$ cat src/rtl/vend_pkg.sv
// Shared coin codes, coin amounts, widths and FSM state encoding for the change dispenser.
package vend_pkg;

  localparam int unsigned AMT_W   = 8;
  localparam int unsigned COUNT_W = 5;
  localparam int unsigned CODE_W  = 2;

  localparam logic [CODE_W-1:0] COIN_1  = 2'b00;
  localparam logic [CODE_W-1:0] COIN_5  = 2'b01;
  localparam logic [CODE_W-1:0] COIN_10 = 2'b10;
  localparam logic [CODE_W-1:0] COIN_50 = 2'b11;

  localparam logic [AMT_W-1:0] VAL_1  = 8'd1;
  localparam logic [AMT_W-1:0] VAL_5  = 8'd5;
  localparam logic [AMT_W-1:0] VAL_10 = 8'd10;
  localparam logic [AMT_W-1:0] VAL_50 = 8'd50;

  typedef enum logic [1:0] {
    ST_IDLE     = 2'd0,
    ST_DISPENSE = 2'd1,
    ST_DONE     = 2'd2,
    ST_FAULT    = 2'd3
  } state_t;

endpackage

$ cat src/rtl/coin_select.sv
// Greedy coin choice: largest coin not exceeding the amount still owed.
module coin_select
  import vend_pkg::*;
(
  input  logic [AMT_W-1:0]  remaining,
  output logic [CODE_W-1:0] code,
  output logic [AMT_W-1:0]  value
);

  // Largest-first selection; amounts below 5 (including 0) fall back to the 1 coin.
  always_comb begin
    code  = COIN_1;
    value = VAL_1;
    if (remaining >= VAL_50) begin
      code  = COIN_50;
      value = VAL_50;
    end else if (remaining >= VAL_10) begin
      code  = COIN_10;
      value = VAL_10;
    end else if (remaining >= VAL_5) begin
      code  = COIN_5;
      value = VAL_5;
    end
  end

endmodule

$ cat src/rtl/change_dispenser.sv
// Pays out a change amount one coin at a time to a handshaked hopper,
// with a stall timeout that latches a fault until reset.
module change_dispenser
  import vend_pkg::*;
#(
  parameter int unsigned MAX_WAIT = 15
) (
  input  logic               clk,
  input  logic               rst,
  input  logic               if_sell,
  input  logic [AMT_W-1:0]   charge,
  input  logic               hopper_ready,
  output logic               coin_valid,
  output logic [CODE_W-1:0]  coin_value,
  output logic [AMT_W-1:0]   remaining,
  output logic [COUNT_W-1:0] coin_count,
  output logic               busy,
  output logic               done,
  output logic               fault
);

  localparam int unsigned WAIT_W = $clog2(MAX_WAIT + 1);
  localparam logic [WAIT_W-1:0] WAIT_LAST = WAIT_W'(MAX_WAIT - 1);

  state_t            state;
  logic [WAIT_W-1:0] wait_cnt;
  logic [AMT_W-1:0]  coin_amt;
  logic [AMT_W-1:0]  rem_after;
  logic [AMT_W-1:0]  sel_in;
  logic [CODE_W-1:0] sel_code;
  logic [AMT_W-1:0]  sel_value;
  logic              transfer;
  logic              stall;

  // The coin offered next is chosen from the amount that will be owed after this edge,
  // so coin_value can be registered alongside remaining.
  assign rem_after = remaining - coin_amt;
  assign sel_in    = (state == ST_IDLE) ? charge : rem_after;
  assign transfer  = coin_valid & hopper_ready;
  assign stall     = coin_valid & ~hopper_ready;

  coin_select u_coin_select (
    .remaining (sel_in),
    .code      (sel_code),
    .value     (sel_value)
  );

  // Payout FSM with registered outputs.
  always_ff @(posedge clk or posedge rst) begin
    if (rst) begin
      state      <= ST_IDLE;
      remaining  <= '0;
      coin_count <= '0;
      wait_cnt   <= '0;
      coin_amt   <= VAL_1;
      coin_valid <= 1'b0;
      coin_value <= COIN_1;
      busy       <= 1'b0;
      done       <= 1'b0;
      fault      <= 1'b0;
    end else begin
      done <= 1'b0;
      case (state)
        ST_IDLE: begin
          if (if_sell) begin
            remaining  <= charge;
            coin_count <= '0;
            wait_cnt   <= '0;
            coin_value <= sel_code;
            coin_amt   <= sel_value;
            if (charge != '0) begin
              state      <= ST_DISPENSE;
              coin_valid <= 1'b1;
              busy       <= 1'b1;
            end else begin
              state <= ST_DONE;
              done  <= 1'b1;
            end
          end
        end
        ST_DISPENSE: begin
          if (transfer) begin
            remaining  <= rem_after;
            coin_count <= coin_count + COUNT_W'(1);
            wait_cnt   <= '0;
            coin_value <= sel_code;
            coin_amt   <= sel_value;
            if (rem_after == '0) begin
              state      <= ST_DONE;
              coin_valid <= 1'b0;
              busy       <= 1'b0;
              done       <= 1'b1;
            end
          end else if (stall) begin
            wait_cnt <= wait_cnt + WAIT_W'(1);
            if (wait_cnt == WAIT_LAST) begin
              state      <= ST_FAULT;
              coin_valid <= 1'b0;
              busy       <= 1'b0;
              fault      <= 1'b1;
            end
          end
        end
        ST_DONE: begin
          state <= ST_IDLE;
        end
        ST_FAULT: begin
          state <= ST_FAULT;
        end
        default: begin
          state <= ST_IDLE;
        end
      endcase
    end
  end

endmodule
$ cat config.mk
export PLATFORM = sky130hd
export DESIGN_NAME = change_dispenser
export DESIGN_NICKNAME = d
export VERILOG_FILES = /design/src/rtl/vend_pkg.sv /design/src/rtl/coin_select.sv /design/src/rtl/change_dispenser.sv
export SDC_FILE = /design/constraint.sdc
export NUM_CORES = 1
export LEC_CHECK = 0
export CAP_MARGIN = 20
export CORE_MARGIN = 5
export CORE_UTILIZATION = 33
export CTS_CLUSTER_DIAMETER = 60
export DETAILED_ROUTE_END_ITERATION = 6
export HOLD_SLACK_MARGIN = 0.15
export PLACE_DENSITY_LB_ADDON = 0.25
export SYNTH_ARGS = -nofsm -noshare
export SYNTH_HDL_FRONTEND = slang
export SYNTH_SLANG_ARGS = --single-unit
export TNS_END_PERCENT = 10
$ cat constraint.sdc
create_clock -name clk -period 4 [get_ports clk]
set_input_delay 0.4 -clock clk [delete_from_list [all_inputs] [get_ports clk]]
set_output_delay 0.4 -clock clk [all_outputs]
set_load 0.005 [all_outputs]
==> results.ini <==
[grt]
grt_antenna_before_repair = 0
grtUsageMet3_pct = 3.01
grt_pass1_vias = 1611
grt_first_pass_wirelength_um = 7980
busiest_layer = met2
grt_max_degree = 29
use_met1_pct = 18.7
overflow = 0
met2_usage_pct = 20.6
grt_usage_pct = 13.5

[pwr]
power.density_nw_per_um2 = 839
peakVddDrop_uv = 282
power.leakage_nw = 0.992
power.total_mw = 1.92

[flow_run]
maxCapViolCount = 0

[timing]
report.final.setup_viol = 0
fin_crit_sh_pct = 64.3
timing.fmax_mhz = 389
grt_setup_unrepaired = false
tns_ns = 0
relSlewSlack_pct = 50.0
fin_skew_ns = 0.00453
slew_viol_final = 0
period_minus_slack_ns = 2.57
whs_ns = 0.456
worst_pin_slew_ns = 0.748
hold_violations = 0

[layout]
drive_gt1_share_pct = 7.26
nFillCells = 551
fin_cells = 306
diodes = 0
nets = 257
area_growth_pct = 23.1

[drt]
vias = 1602
drt_first_pass_iters = 4
drc_errors = 0
antenna_left = 0
wl_um = 4610
via_per_inst = 5.24
routedWlPerCell_um = 15.1
drt_iter0_drc = 83

[synth]
synth_edf_count = 0
ys_ff_latch = 28
synth_area_um2 = 1860
netlist_instances = 208
yosys-top-cells-area = dfrtp_1, ha_1, o21ai_0
synthTopCellsByCount = dfrtp_1, nand2_1, o21ai_0
yosys_warnings = 0
syn_area_per_cell_um2 = 8.93
async_flop_share_pct = 100
synth_most_common_cell = dfrtp_1
synth.largest_area_cell = dfrtp_1
synth_top_area_share_pct = 36.4
ys.flop_type = dfrtp_1
syn_nets = 230
synth_cell_types = 57
seq_area_frac_synth_pct = 37.8

[clocking]
cts_setup_buffers = 0
worstSkewPairLatency_ns = 0.28
numCtsBuffers = 3
cts_root_buf = clkbuf_8
cts_tree = yes
clock-sinks = 28
cts_hold_buf = 0
ctsResizeCount = 0
ctsLongestPathBuffers = 2
clk_pin_slew_worst_paths_ns = 0.10
htree_num_levels = 1

[place]
gp_congestion = 0.914
port_buffers = 30
placed_cells = 301
hpwl_um = 3530

[critical_path]
worstPathRequired_ns = 4.15
critPathArrivalTime_ns = 2.72
startpoint_type = flop
crit_path_top_delay_cell = fa_1
crit_type = flop to flop
path_buf_inv = 1
critPathMaxFanout = 3
worstPathCellList = inv_1, ha_1, fa_1, nand2b_1, a2111o_1, o311ai_2, a31oi_1, nor2_1, o31ai_1, a21boi_1
cpPeakStageDelay_ns = 0.40
crit_family = compound AO/OA/AOI/OAI gates
end_kind = flop

[floorplanning]
rows = 27
die_area_um2 = 7230
core_area_um2 = 5470
die_w_um = 85.0
start_util_pct = 33.9
die_h_um = 85.0
io_pins = 31

[worst_hold_path]
hold_path_class = input port to asynchronous set/reset pin

[outcome]
status = finished, final reports clean

## metrics by stage
step	util, %	setup slack [ns]	instance area [um^2]
floorplan	-	1.69	1860
global placement	40.0	1.46	2190
detailed placement	40.0	1.41	2190
CTS	41.3	1.43	2260
global route	41.8	1.24	2290
finish	41.8	1.43	2290
## power by group
| part | total [mW] | leakage (nW) | internal (mW) | switching (mW) |
|---|---|---|---|---|
| clock network | 0.231 | 0.0357 | 0.134 | 0.0967 |
| logic | 1.20 | 0.616 | 0.521 | 0.679 |
| registers | 0.487 | 0.340 | 0.382 | 0.105 |
| total | 1.92 | 0.992 | 1.04 | 0.881 |
## worst paths after layout
path | slack [ns] | depth (start not counted) | to | start
setup / recovery | 1.43 | 10 | coin_amt[4]$_DFFE_PP0P_ | remaining[0]$_DFFE_PP0P_
min in group clk | 0.50 | 1 | wait_cnt[3]$_DFFE_PP0P_ | wait_cnt[3]$_DFFE_PP0P_
max in group asynchronous | 2.99 | 3 | coin_amt[0]$_DFFE_PP1P_ | rst
setup reg to reg | 1.43 | 10 | coin_amt[4]$_DFFE_PP0P_ | remaining[0]$_DFFE_PP0P_
hold reg to reg | 0.50 | 1 | wait_cnt[3]$_DFFE_PP0P_ | wait_cnt[3]$_DFFE_PP0P_
hold / removal | 0.46 | 2 | coin_count[4]$_DFFE_PP0P_ | rst
## registers in the layout (all words and copies together), names as in the netlist
name and count:
busy 1, coin_count 5, wait_cnt 4, remaining 8, done 1, state 2
coin_amt 5, coin_value 1, fault 1
## layout by cell type (no fill, tap or decap), drive strengths merged, types with 2 or more instances in the layout
cell type,count
clkdlybuf4s50,30
dfrtp,27
nand2,24
o21ai,22
nor2,18
a21oi,17
inv,13
ha,9
mux2i,6
nor3,5
nand3,5
xor2,5
nand2b,3
clkbuf,3
o211ai,3
nor4,3
or2b,2
nor2b,2
and2,2
o31ai,2
nand4,2
mux2,2
a211oi,2
## cell type report
type                    instances  area, um^2  share of cell area (%)
flip-flops and latches         28         702                    30.7
inverters                      13        48.8                    2.13
clock buffers                   3        41.3                    1.81
repair buffers                 31         328                    14.3
well taps                      72        90.1                    3.94
multi-input cells             158        1050                    45.8
clock inverters                 1        30.0                    1.31
## worst register-to-register path: cells and delay by family (launching register included)
family	cells	cell delay (ns)
and+or+nand+nor	2	0.38
adders and majority gates	2	0.62
AOI/OAI and AO/OA	5	1.03
buffers and inverters	1	0.05
DFF	1	0.36
## cell families (layout without fill, tap and decap cells)
kind of cell	count (synthesis)	after routing	synth area share, %
AO/OA/AOI/OAI	62	62	22.5
XOR/XNOR	6	6	2.83
adder cells (fa/ha/maj)	10	10	7.14
buffers and inverters	22	48	5.86
flip-flops	28	28	37.8
multiplexers	8	8	4.45
AND/OR/NAND/NOR	72	72	19.4
## per-layer routing
metal / vias up / wire length [um]
met5: - / 0
met4: 0 / 81
met3: 6 / 238
met2: 44 / 2110
met1: 764 / 2180
li1: 788 / -
Power figures use the tool's default switching activity.
